### src/rtl/riscv_pkg.sv
`default_nettype none
// +----------------------------------------------------------------------------+
// | Module      : riscv_pkg                                                    |
// | Description : Shared opcodes, ALU control codes and operand/forwarding     |
// |               selector types for the issue stage.                          |
// | Revision    : 1.0 - initial release                                        |
// +----------------------------------------------------------------------------+
package riscv_pkg;

    localparam logic [6:0] c_OPC_OP     = 7'b0110011;
    localparam logic [6:0] c_OPC_OP_IMM = 7'b0010011;
    localparam logic [6:0] c_OPC_LOAD   = 7'b0000011;
    localparam logic [6:0] c_OPC_STORE  = 7'b0100011;
    localparam logic [6:0] c_OPC_LUI    = 7'b0110111;
    localparam logic [6:0] c_OPC_AUIPC  = 7'b0010111;
    localparam logic [6:0] c_OPC_JALR   = 7'b1100111;
    localparam logic [6:0] c_OPC_BRANCH = 7'b1100011;

    localparam logic [2:0] c_F3_ADD_SUB = 3'b000;
    localparam logic [2:0] c_F3_SLL     = 3'b001;
    localparam logic [2:0] c_F3_SLT     = 3'b010;
    localparam logic [2:0] c_F3_XOR     = 3'b100;

    typedef enum logic [3:0] {
        ALU_PASS = 4'b0000,
        ALU_SLL  = 4'b0001,
        ALU_ADD  = 4'b0010,
        ALU_SUB  = 4'b0100,
        ALU_SLT  = 4'b0101,
        ALU_XOR  = 4'b0110
    } alu_op_e;

    typedef enum logic [1:0] {
        FWD_RF  = 2'd0,
        FWD_EXM = 2'd1,
        FWD_WB  = 2'd2
    } fwd_sel_e;

    typedef enum logic [1:0] {
        INP1_RS1  = 2'd0,
        INP1_PC   = 2'd1,
        INP1_ZERO = 2'd2
    } inp1_sel_e;

    typedef enum logic {
        INP2_RS2 = 1'b0,
        INP2_IMM = 1'b1
    } inp2_sel_e;

    // EX/MEM is the younger producer, so it wins over MEM/WB.
    // The x0 case is handled by the caller.
    function automatic fwd_sel_e fwd_select(
        input logic [4:0] rs,
        input logic       exm_v,
        input logic [4:0] exm_rd,
        input logic       wb_v,
        input logic [4:0] wb_rd
    );
        if (exm_v && (exm_rd == rs))
            return FWD_EXM;
        else if (wb_v && (wb_rd == rs))
            return FWD_WB;
        else
            return FWD_RF;
    endfunction

endpackage
`default_nettype wire

### src/rtl/alu_ctrl_decode.sv
`default_nettype none
// +----------------------------------------------------------------------------+
// | Module      : alu_ctrl_decode                                              |
// | Description : Combinational opcode/funct3/funct7[5] decode into ALU        |
// |               control, operand selectors, shift flag and illegal flag.     |
// | Revision    : 1.0 - initial release                                        |
// +----------------------------------------------------------------------------+
module alu_ctrl_decode
    import riscv_pkg::*;
(
    input  logic [6:0] opcode,
    input  logic [2:0] funct3,
    input  logic       funct7_5,
    output alu_op_e    alu_control,
    output logic       illegal,
    output inp1_sel_e  inp1_sel,
    output inp2_sel_e  inp2_sel,
    output logic       shift
);

    // Decode; any unsupported combination falls back to PASS with illegal set.
    always_comb begin
        alu_control = ALU_PASS;
        illegal     = 1'b0;
        inp1_sel    = INP1_RS1;
        inp2_sel    = INP2_RS2;
        shift       = 1'b0;

        case (opcode)
            c_OPC_OP: begin
                case (funct3)
                    c_F3_ADD_SUB: alu_control = funct7_5 ? ALU_SUB : ALU_ADD;
                    c_F3_SLL: begin
                        if (funct7_5) illegal = 1'b1;
                        else begin
                            alu_control = ALU_SLL;
                            shift       = 1'b1;
                        end
                    end
                    c_F3_SLT: begin
                        if (funct7_5) illegal = 1'b1;
                        else          alu_control = ALU_SLT;
                    end
                    c_F3_XOR: begin
                        if (funct7_5) illegal = 1'b1;
                        else          alu_control = ALU_XOR;
                    end
                    default: illegal = 1'b1;
                endcase
            end
            c_OPC_OP_IMM: begin
                inp2_sel = INP2_IMM;
                // funct7[5] is an immediate bit except on the shift encoding.
                case (funct3)
                    c_F3_ADD_SUB: alu_control = ALU_ADD;
                    c_F3_SLL: begin
                        if (funct7_5) illegal = 1'b1;
                        else begin
                            alu_control = ALU_SLL;
                            shift       = 1'b1;
                        end
                    end
                    c_F3_SLT: alu_control = ALU_SLT;
                    c_F3_XOR: alu_control = ALU_XOR;
                    default:  illegal = 1'b1;
                endcase
            end
            c_OPC_LOAD, c_OPC_STORE, c_OPC_JALR: begin
                inp2_sel    = INP2_IMM;
                alu_control = ALU_ADD;
            end
            c_OPC_LUI: begin
                inp1_sel    = INP1_ZERO;
                inp2_sel    = INP2_IMM;
                alu_control = ALU_ADD;
            end
            c_OPC_AUIPC: begin
                inp1_sel    = INP1_PC;
                inp2_sel    = INP2_IMM;
                alu_control = ALU_ADD;
            end
            c_OPC_BRANCH: alu_control = ALU_SUB;
            default:      illegal = 1'b1;
        endcase

        if (illegal) begin
            alu_control = ALU_PASS;
            shift       = 1'b0;
        end
    end

endmodule
`default_nettype wire

### src/rtl/alu_issue_stage.sv
`default_nettype none
// +----------------------------------------------------------------------------+
// | Module      : alu_issue_stage                                              |
// | Description : ID/EX boundary: operand forwarding, ALU operand selection,   |
// |               ALU control generation and a one-entry valid/ready register. |
// | Revision    : 1.0 - initial release                                        |
// +----------------------------------------------------------------------------+
module alu_issue_stage
    import riscv_pkg::*;
#(
    parameter int XLEN = 32
) (
    input  logic            clk,
    input  logic            rst_n,
    input  logic            flush,
    input  logic            id_valid,
    output logic            id_ready,
    input  logic [XLEN-1:0] id_pc,
    input  logic [4:0]      id_rs1_addr,
    input  logic [4:0]      id_rs2_addr,
    input  logic [4:0]      id_rd_addr,
    input  logic [XLEN-1:0] id_rs1_data,
    input  logic [XLEN-1:0] id_rs2_data,
    input  logic [XLEN-1:0] id_imm,
    input  logic [6:0]      id_opcode,
    input  logic [2:0]      id_funct3,
    input  logic            id_funct7_5,
    input  logic            exm_fwd_valid,
    input  logic [4:0]      exm_rd_addr,
    input  logic [XLEN-1:0] exm_rd_data,
    input  logic            wb_fwd_valid,
    input  logic [4:0]      wb_rd_addr,
    input  logic [XLEN-1:0] wb_rd_data,
    output logic            ex_valid,
    input  logic            ex_ready,
    output logic [XLEN-1:0] alu_inp1,
    output logic [XLEN-1:0] alu_inp2,
    output logic [3:0]      alu_control,
    output logic [4:0]      ex_rd_addr,
    output logic [XLEN-1:0] ex_pc,
    output logic            ex_illegal
);

    alu_op_e         w_alu_op;
    logic            w_illegal;
    inp1_sel_e       w_inp1_sel;
    inp2_sel_e       w_inp2_sel;
    logic            w_shift;
    logic            w_accept;
    logic [XLEN-1:0] w_rs1_fwd;
    logic [XLEN-1:0] w_rs2_fwd;
    logic [XLEN-1:0] w_inp1;
    logic [XLEN-1:0] w_inp2_raw;
    logic [XLEN-1:0] w_inp2;

    logic            r_ex_valid;
    logic            r_ex_illegal;
    logic [3:0]      r_alu_control;
    logic [XLEN-1:0] r_alu_inp1;
    logic [XLEN-1:0] r_alu_inp2;
    logic [4:0]      r_ex_rd_addr;
    logic [XLEN-1:0] r_ex_pc;

    alu_ctrl_decode u_decode (
        .opcode      (id_opcode),
        .funct3      (id_funct3),
        .funct7_5    (id_funct7_5),
        .alu_control (w_alu_op),
        .illegal     (w_illegal),
        .inp1_sel    (w_inp1_sel),
        .inp2_sel    (w_inp2_sel),
        .shift       (w_shift)
    );

    // No skid buffer: ready whenever the slot is empty or drains this cycle.
    assign id_ready = !r_ex_valid || ex_ready;
    assign w_accept = id_valid && id_ready;

    // Source operand forwarding; x0 always reads as zero.
    always_comb begin
        w_rs1_fwd = id_rs1_data;
        w_rs2_fwd = id_rs2_data;
        if (id_rs1_addr == 5'd0) begin
            w_rs1_fwd = '0;
        end else begin
            case (fwd_select(id_rs1_addr, exm_fwd_valid, exm_rd_addr, wb_fwd_valid, wb_rd_addr))
                FWD_EXM: w_rs1_fwd = exm_rd_data;
                FWD_WB:  w_rs1_fwd = wb_rd_data;
                default: w_rs1_fwd = id_rs1_data;
            endcase
        end
        if (id_rs2_addr == 5'd0) begin
            w_rs2_fwd = '0;
        end else begin
            case (fwd_select(id_rs2_addr, exm_fwd_valid, exm_rd_addr, wb_fwd_valid, wb_rd_addr))
                FWD_EXM: w_rs2_fwd = exm_rd_data;
                FWD_WB:  w_rs2_fwd = wb_rd_data;
                default: w_rs2_fwd = id_rs2_data;
            endcase
        end
    end

    // ALU operand selection; shifts only see the low five bits of the amount.
    always_comb begin
        case (w_inp1_sel)
            INP1_PC:   w_inp1 = id_pc;
            INP1_ZERO: w_inp1 = '0;
            default:   w_inp1 = w_rs1_fwd;
        endcase
        w_inp2_raw = (w_inp2_sel == INP2_IMM) ? id_imm : w_rs2_fwd;
        w_inp2     = w_shift ? {{(XLEN-5){1'b0}}, w_inp2_raw[4:0]} : w_inp2_raw;
    end

    // Pipeline register: data loads on accept only; valid follows flush/accept/drain.
    always_ff @(posedge clk or negedge rst_n) begin
        if (!rst_n) begin
            r_ex_valid    <= 1'b0;
            r_ex_illegal  <= 1'b0;
            r_alu_control <= 4'b0000;
            r_alu_inp1    <= '0;
            r_alu_inp2    <= '0;
            r_ex_rd_addr  <= 5'd0;
            r_ex_pc       <= '0;
        end else begin
            if (w_accept) begin
                r_ex_illegal  <= w_illegal;
                r_alu_control <= w_alu_op;
                r_alu_inp1    <= w_inp1;
                r_alu_inp2    <= w_inp2;
                r_ex_rd_addr  <= id_rd_addr;
                r_ex_pc       <= id_pc;
            end
            if (flush)
                r_ex_valid <= 1'b0;
            else if (w_accept)
                r_ex_valid <= 1'b1;
            else if (ex_ready)
                r_ex_valid <= 1'b0;
        end
    end

    assign ex_valid    = r_ex_valid;
    assign ex_illegal  = r_ex_illegal;
    assign alu_control = r_alu_control;
    assign alu_inp1    = r_alu_inp1;
    assign alu_inp2    = r_alu_inp2;
    assign ex_rd_addr  = r_ex_rd_addr;
    assign ex_pc       = r_ex_pc;

endmodule
`default_nettype wire

### config.mk
export PLATFORM = sky130hd
export DESIGN_NAME = alu_issue_stage
export DESIGN_NICKNAME = d
export VERILOG_FILES = /design/src/rtl/riscv_pkg.sv /design/src/rtl/alu_ctrl_decode.sv /design/src/rtl/alu_issue_stage.sv
export SDC_FILE = /design/constraint.sdc
export NUM_CORES = 1
export LEC_CHECK = 0
export CORE_MARGIN = 2
export CORE_UTILIZATION = 37
export DETAILED_ROUTE_END_ITERATION = 6
export PLACE_DENSITY = 0.89
export SYNTH_ARGS = -nofsm -noshare
export SYNTH_HDL_FRONTEND = slang
export SYNTH_HIERARCHICAL = 1
export SYNTH_SLANG_ARGS = --single-unit
### constraint.sdc
create_clock -name clk -period 1.55 [get_ports clk]
set_input_delay 0.465 -clock clk [delete_from_list [all_inputs] [get_ports clk]]
set_output_delay 0.465 -clock clk [all_outputs]
set_load 0.01 [all_outputs]
==> impl_metrics.sql <==
INSERT INTO impl_metrics (metric_group, metric, value, unit) VALUES
('worst_setup_path', 'critical-path-max-stage-delay', '310', 'ps'),
('pwr', 'powerDensity', '707.0', 'mW/mm^2'),
('timing', 'rsz0062_at_grt', 'yes', ''),
('pwr', 'total_leakage_power', '5.655', 'nW'),
('clocking', 'cts_root_buffer', 'sky130_fd_sc_hd__clkbuf_16', ''),
('logic_synthesis', 'synth_top_cell_by_area', 'sky130_fd_sc_hd__dfrtp_1', ''),
('global_route', 'grt_util_all_layers', '33.22', '%'),
('job', 'timing.max_cap.violations', '0', ''),
('worst_setup_path', 'critical_path.cell_chain', 'buf_6 > nor2b_4 > nand2_2 > nor3_2 > inv_1 > ha_4 > nor2b_4 > buf_6 > buf_12 > and3_4 > a21oi_4 > o221ai_2', ''),
('final_layout', 'final_layout_size_suffix_gt1_share', '36.70', '%'),
('place', 'place_congestion', '0.9389', ''),
('worst_hold_path', 'min_to', 'ex_rd_addr[1]$_DFFE_PN0P_', ''),
('place', 'number_of_buffers_added_on_ports', '342', ''),
('place', 'placed_cells_incl_taps', '1327', ''),
('logic_synthesis', 'post_synth_most_frequent_cells', '129 x sky130_fd_sc_hd__nand2_1, 107 x sky130_fd_sc_hd__dfrtp_1, 67 x sky130_fd_sc_hd__a21oi_1', ''),
('clocking', 'clock_path_buffers', '2', ''),
('timing', 'total_of_endpoints_with_negative_setup_slack_in_the_final_report', '65', ''),
('clocking', 'number_of_levels_in_the_clock_h_tree', '3', ''),
('logic_synthesis', 'synth_seq_area_share', '40.27', '%'),
('floorplan', 'design.portCount', '343', ''),
('worst_setup_path', 'worstPathMaxFanout', '8', ''),
('timing', 'finalWorstSetupSlack', '-322.9', 'ps'),
('worst_setup_path', 'crit_path_top_delay_cell', 'sky130_fd_sc_hd__ha_4', ''),
('clocking', 'clkSlewWorstSetupHoldPaths', '80', 'ps'),
('worst_setup_path', 'timing.critical_path.to_type', 'flop', ''),
('worst_setup_path', 'regToRegSetupSlack', '-110', 'ps'),
('floorplan', 'std_cell_rows', '49', ''),
('worst_setup_path', 'crit-reg2reg-launch', 'ex_valid$_DFFE_PN0P_', ''),
('global_route', 'largest_net_degree_at_the_start_of_global_routing', '51', ''),
('timing', 'period_needed', '1873', 'ps'),
('logic_synthesis', 'synthesis.instances', '734', ''),
('worst_setup_path', 'worstPathRequired', '1790', 'ps'),
('global_route', 'global_route_wire_length_before_repair', '49570', 'um'),
('logic_synthesis', 'ys_dominant_reg_cell', 'sky130_fd_sc_hd__dfrtp_1', ''),
('route', 'routedWlPerCell', '23.58', 'um'),
('route', 'routed_wl', '33150', 'um'),
('clocking', 'clock_latency_of_the_later_clocked_register_in_the_worst_skew_pair', '350', 'ps'),
('place', 'placed_cell_area', '0.01110', 'mm^2'),
('worst_hold_path', 'worst_hold_path_type', 'flop to flop', ''),
('run_status', 'violations', 'setup timing', ''),
('logic_synthesis', 'postSynth.asyncResetShare', '100.0', '%'),
('worst_setup_path', 'cp_num_buf_inv', '4', ''),
('pwr', 'total_power', '9.169', 'mW'),
('logic_synthesis', 'post_synth_num_cell_types', '51', ''),
('route', 'detail_route.vias_per_cell', '5.738', ''),
('route', 'detail_route.iter0.violations', '526', ''),
('worst_setup_path', 'cp_top_family', 'simple AND/OR/NAND/NOR gates', ''),
('route', 'detailroute.via_count', '8068', ''),
('floorplan', 'floorplan.initialDensity', '37.40', '%'),
('worst_setup_path', 'timing.rr.end', 'alu_inp1[13]$_DFFE_PN0P_', ''),
('worst_hold_path', 'holdCritStartpoint', 'ex_rd_addr[1]$_DFFE_PN0P_', ''),
('global_route', 'antenna_found_initial', '0', ''),
('clocking', 'cts_tree', 'built', ''),
('global_route', 'grt_remaining_overflow', '0', ''),
('run_status', 'status', 'complete, but fails checks', ''),
('logic_synthesis', 'synth_seq_cells', '107', ''),
('worst_setup_path', 'timing.reg2reg.worst_path_depth', '7', ''),
('floorplan', 'core_area', '0.01778', 'mm^2'),
('logic_synthesis', 'post_synth_instance_area', '0.006649', 'mm^2'),
('final_layout', 'diodes', '0', ''),
('timing', 'holdWs', '475.8', 'ps'),
('timing', 'worst_clock_skew', '9.973', 'ps'),
('logic_synthesis', 'post_syn_nets', '970', ''),
('final_layout', 'finalInstanceArea', '0.01297', 'mm^2'),
('timing', 'max_freq', '0.5339', 'GHz'),
('place', 'post-dp-hpwl', '21440', 'um'),
('global_route', 'grt_pass1_vias', '8713', ''),
('route', 'detailedRoute.firstPassIterationCount', '4', ''),
('logic_synthesis', 'synth_edf_count', '0', ''),
('worst_hold_path', 'hold_depth', '2', ''),
('route', 'remaining_drc_errors', '0', '');
==> logic make-up after synthesis <==
| family | count (synthesis) | share of synthesized area [%] |
|---|---|---|
| AND/OR/NAND/NOR | 263 | 18.93 |
| AO/OA/AOI/OAI | 213 | 25.39 |
| flip-flops | 107 | 40.27 |
| buffers and inverters | 95 | 7.452 |
| multiplexers | 32 | 4.818 |
| XOR/XNOR | 22 | 2.898 |
| adder cells (fa/ha/maj) | 1 | 0.1882 |
| other | 1 | 0.05640 |
==> area by class of cell <==
type | count | area, um^2
Timing Repair Buffer | 485 | 4917
Fill cell | 1182 | 4810
Multi-Input combinational cell | 534 | 4648
Sequential cell | 107 | 2678
Tap cell | 229 | 286.5
Clock buffer | 9 | 225.2
Inverter | 35 | 131.4
Clock inverter | 7 | 83.83
==> metal layers <==
metal  track usage (%)  share of wire (%)
met5                 0                  0
met4             15.63                4.6
met3             7.724                7.6
met2             59.35                 51
met1             37.49                 37
==> how the worst max path moves through the flow <==
stage	start	to	slack [ps]	cells past startpoint
CTS	id_opcode[3]	alu_inp1[9]$_DFFE_PN0P_	-350	12
global route	id_opcode[3]	alu_inp1[5]$_DFFE_PN0P_	-390	11
detailed placement	id_opcode[4]	alu_inp1[23]$_DFFE_PN0P_	-1120	11
floorplan	id_opcode[3]	alu_inp1[16]$_DFFE_PN0P_	-400	8
global placement	id_opcode[4]	alu_inp2[25]$_DFFE_PN0P_	-1100	8
finish	id_opcode[4]	alu_inp1[5]$_DFFE_PN0P_	-320	12
==> worst register-to-register path, cell delays in order (launching register included) <==
cell	delay, ps
sky130_fd_sc_hd__dfrtp_1	410
sky130_fd_sc_hd__nand2b_4	100
sky130_fd_sc_hd__and2_4	180
sky130_fd_sc_hd__buf_6	140
sky130_fd_sc_hd__bufbuf_16	290
sky130_fd_sc_hd__and3_4	180
sky130_fd_sc_hd__a21oi_2	130
sky130_fd_sc_hd__o221ai_2	100
==> sequential cells by signal (all words and copies together) (netlist names) <==
| register | flops |
|---|---|
| alu_inp1 | 32 |
| ex_illegal | 1 |
| ex_rd_addr | 5 |
| ex_valid | 1 |
| alu_control | 4 |
| alu_inp2 | 32 |
| ex_pc | 32 |
==> where the power goes <==
group	internal, mW	leakage (nW)	switching (mW)
Sequential	3.13	1.31	0.250
Clock	1.29	0.154	1.21
Combinational	1.76	4.19	1.53
==> placed cells by master, fill, tap and decap left out, types with 15 or more instances in the layout <==
cell type	n
sky130_fd_sc_hd__a211oi_1	18
sky130_fd_sc_hd__a211oi_2	15
sky130_fd_sc_hd__a21boi_0	29
sky130_fd_sc_hd__a21oi_2	52
sky130_fd_sc_hd__and3_4	58
sky130_fd_sc_hd__buf_12	26
sky130_fd_sc_hd__buf_4	83
sky130_fd_sc_hd__buf_6	27
sky130_fd_sc_hd__clkdlybuf4s15_1	22
sky130_fd_sc_hd__clkdlybuf4s50_1	199
sky130_fd_sc_hd__dfrtp_1	107
sky130_fd_sc_hd__dlygate4sd2_1	91
sky130_fd_sc_hd__inv_1	34
sky130_fd_sc_hd__mux2i_1	28
sky130_fd_sc_hd__nand2_1	128
sky130_fd_sc_hd__nor2_1	35
sky130_fd_sc_hd__o221ai_2	30
sky130_fd_sc_hd__o31ai_2	22
==> stage by stage <==
step / TNS (ps) / utilization, %
after floorplan: -20490 / -
after global routing: -20890 / 72.95
after detailed placement: -81310 / 62.42
after CTS: -16480 / 71.97
final: -16750 / 72.95
after global placement: -78390 / 62.42
==> what timing repair did <==
item / CTS / global route
buffers inserted: 41 / 21
hold endpoints to repair: 11 / 0
pin swaps: 81 / 38
setup endpoints to repair: 183 / 94
gates cloned: 15 / 0
hold buffers: 1 / 0
resized for setup: 394 / 83
(Power assumes the default switching activity.)
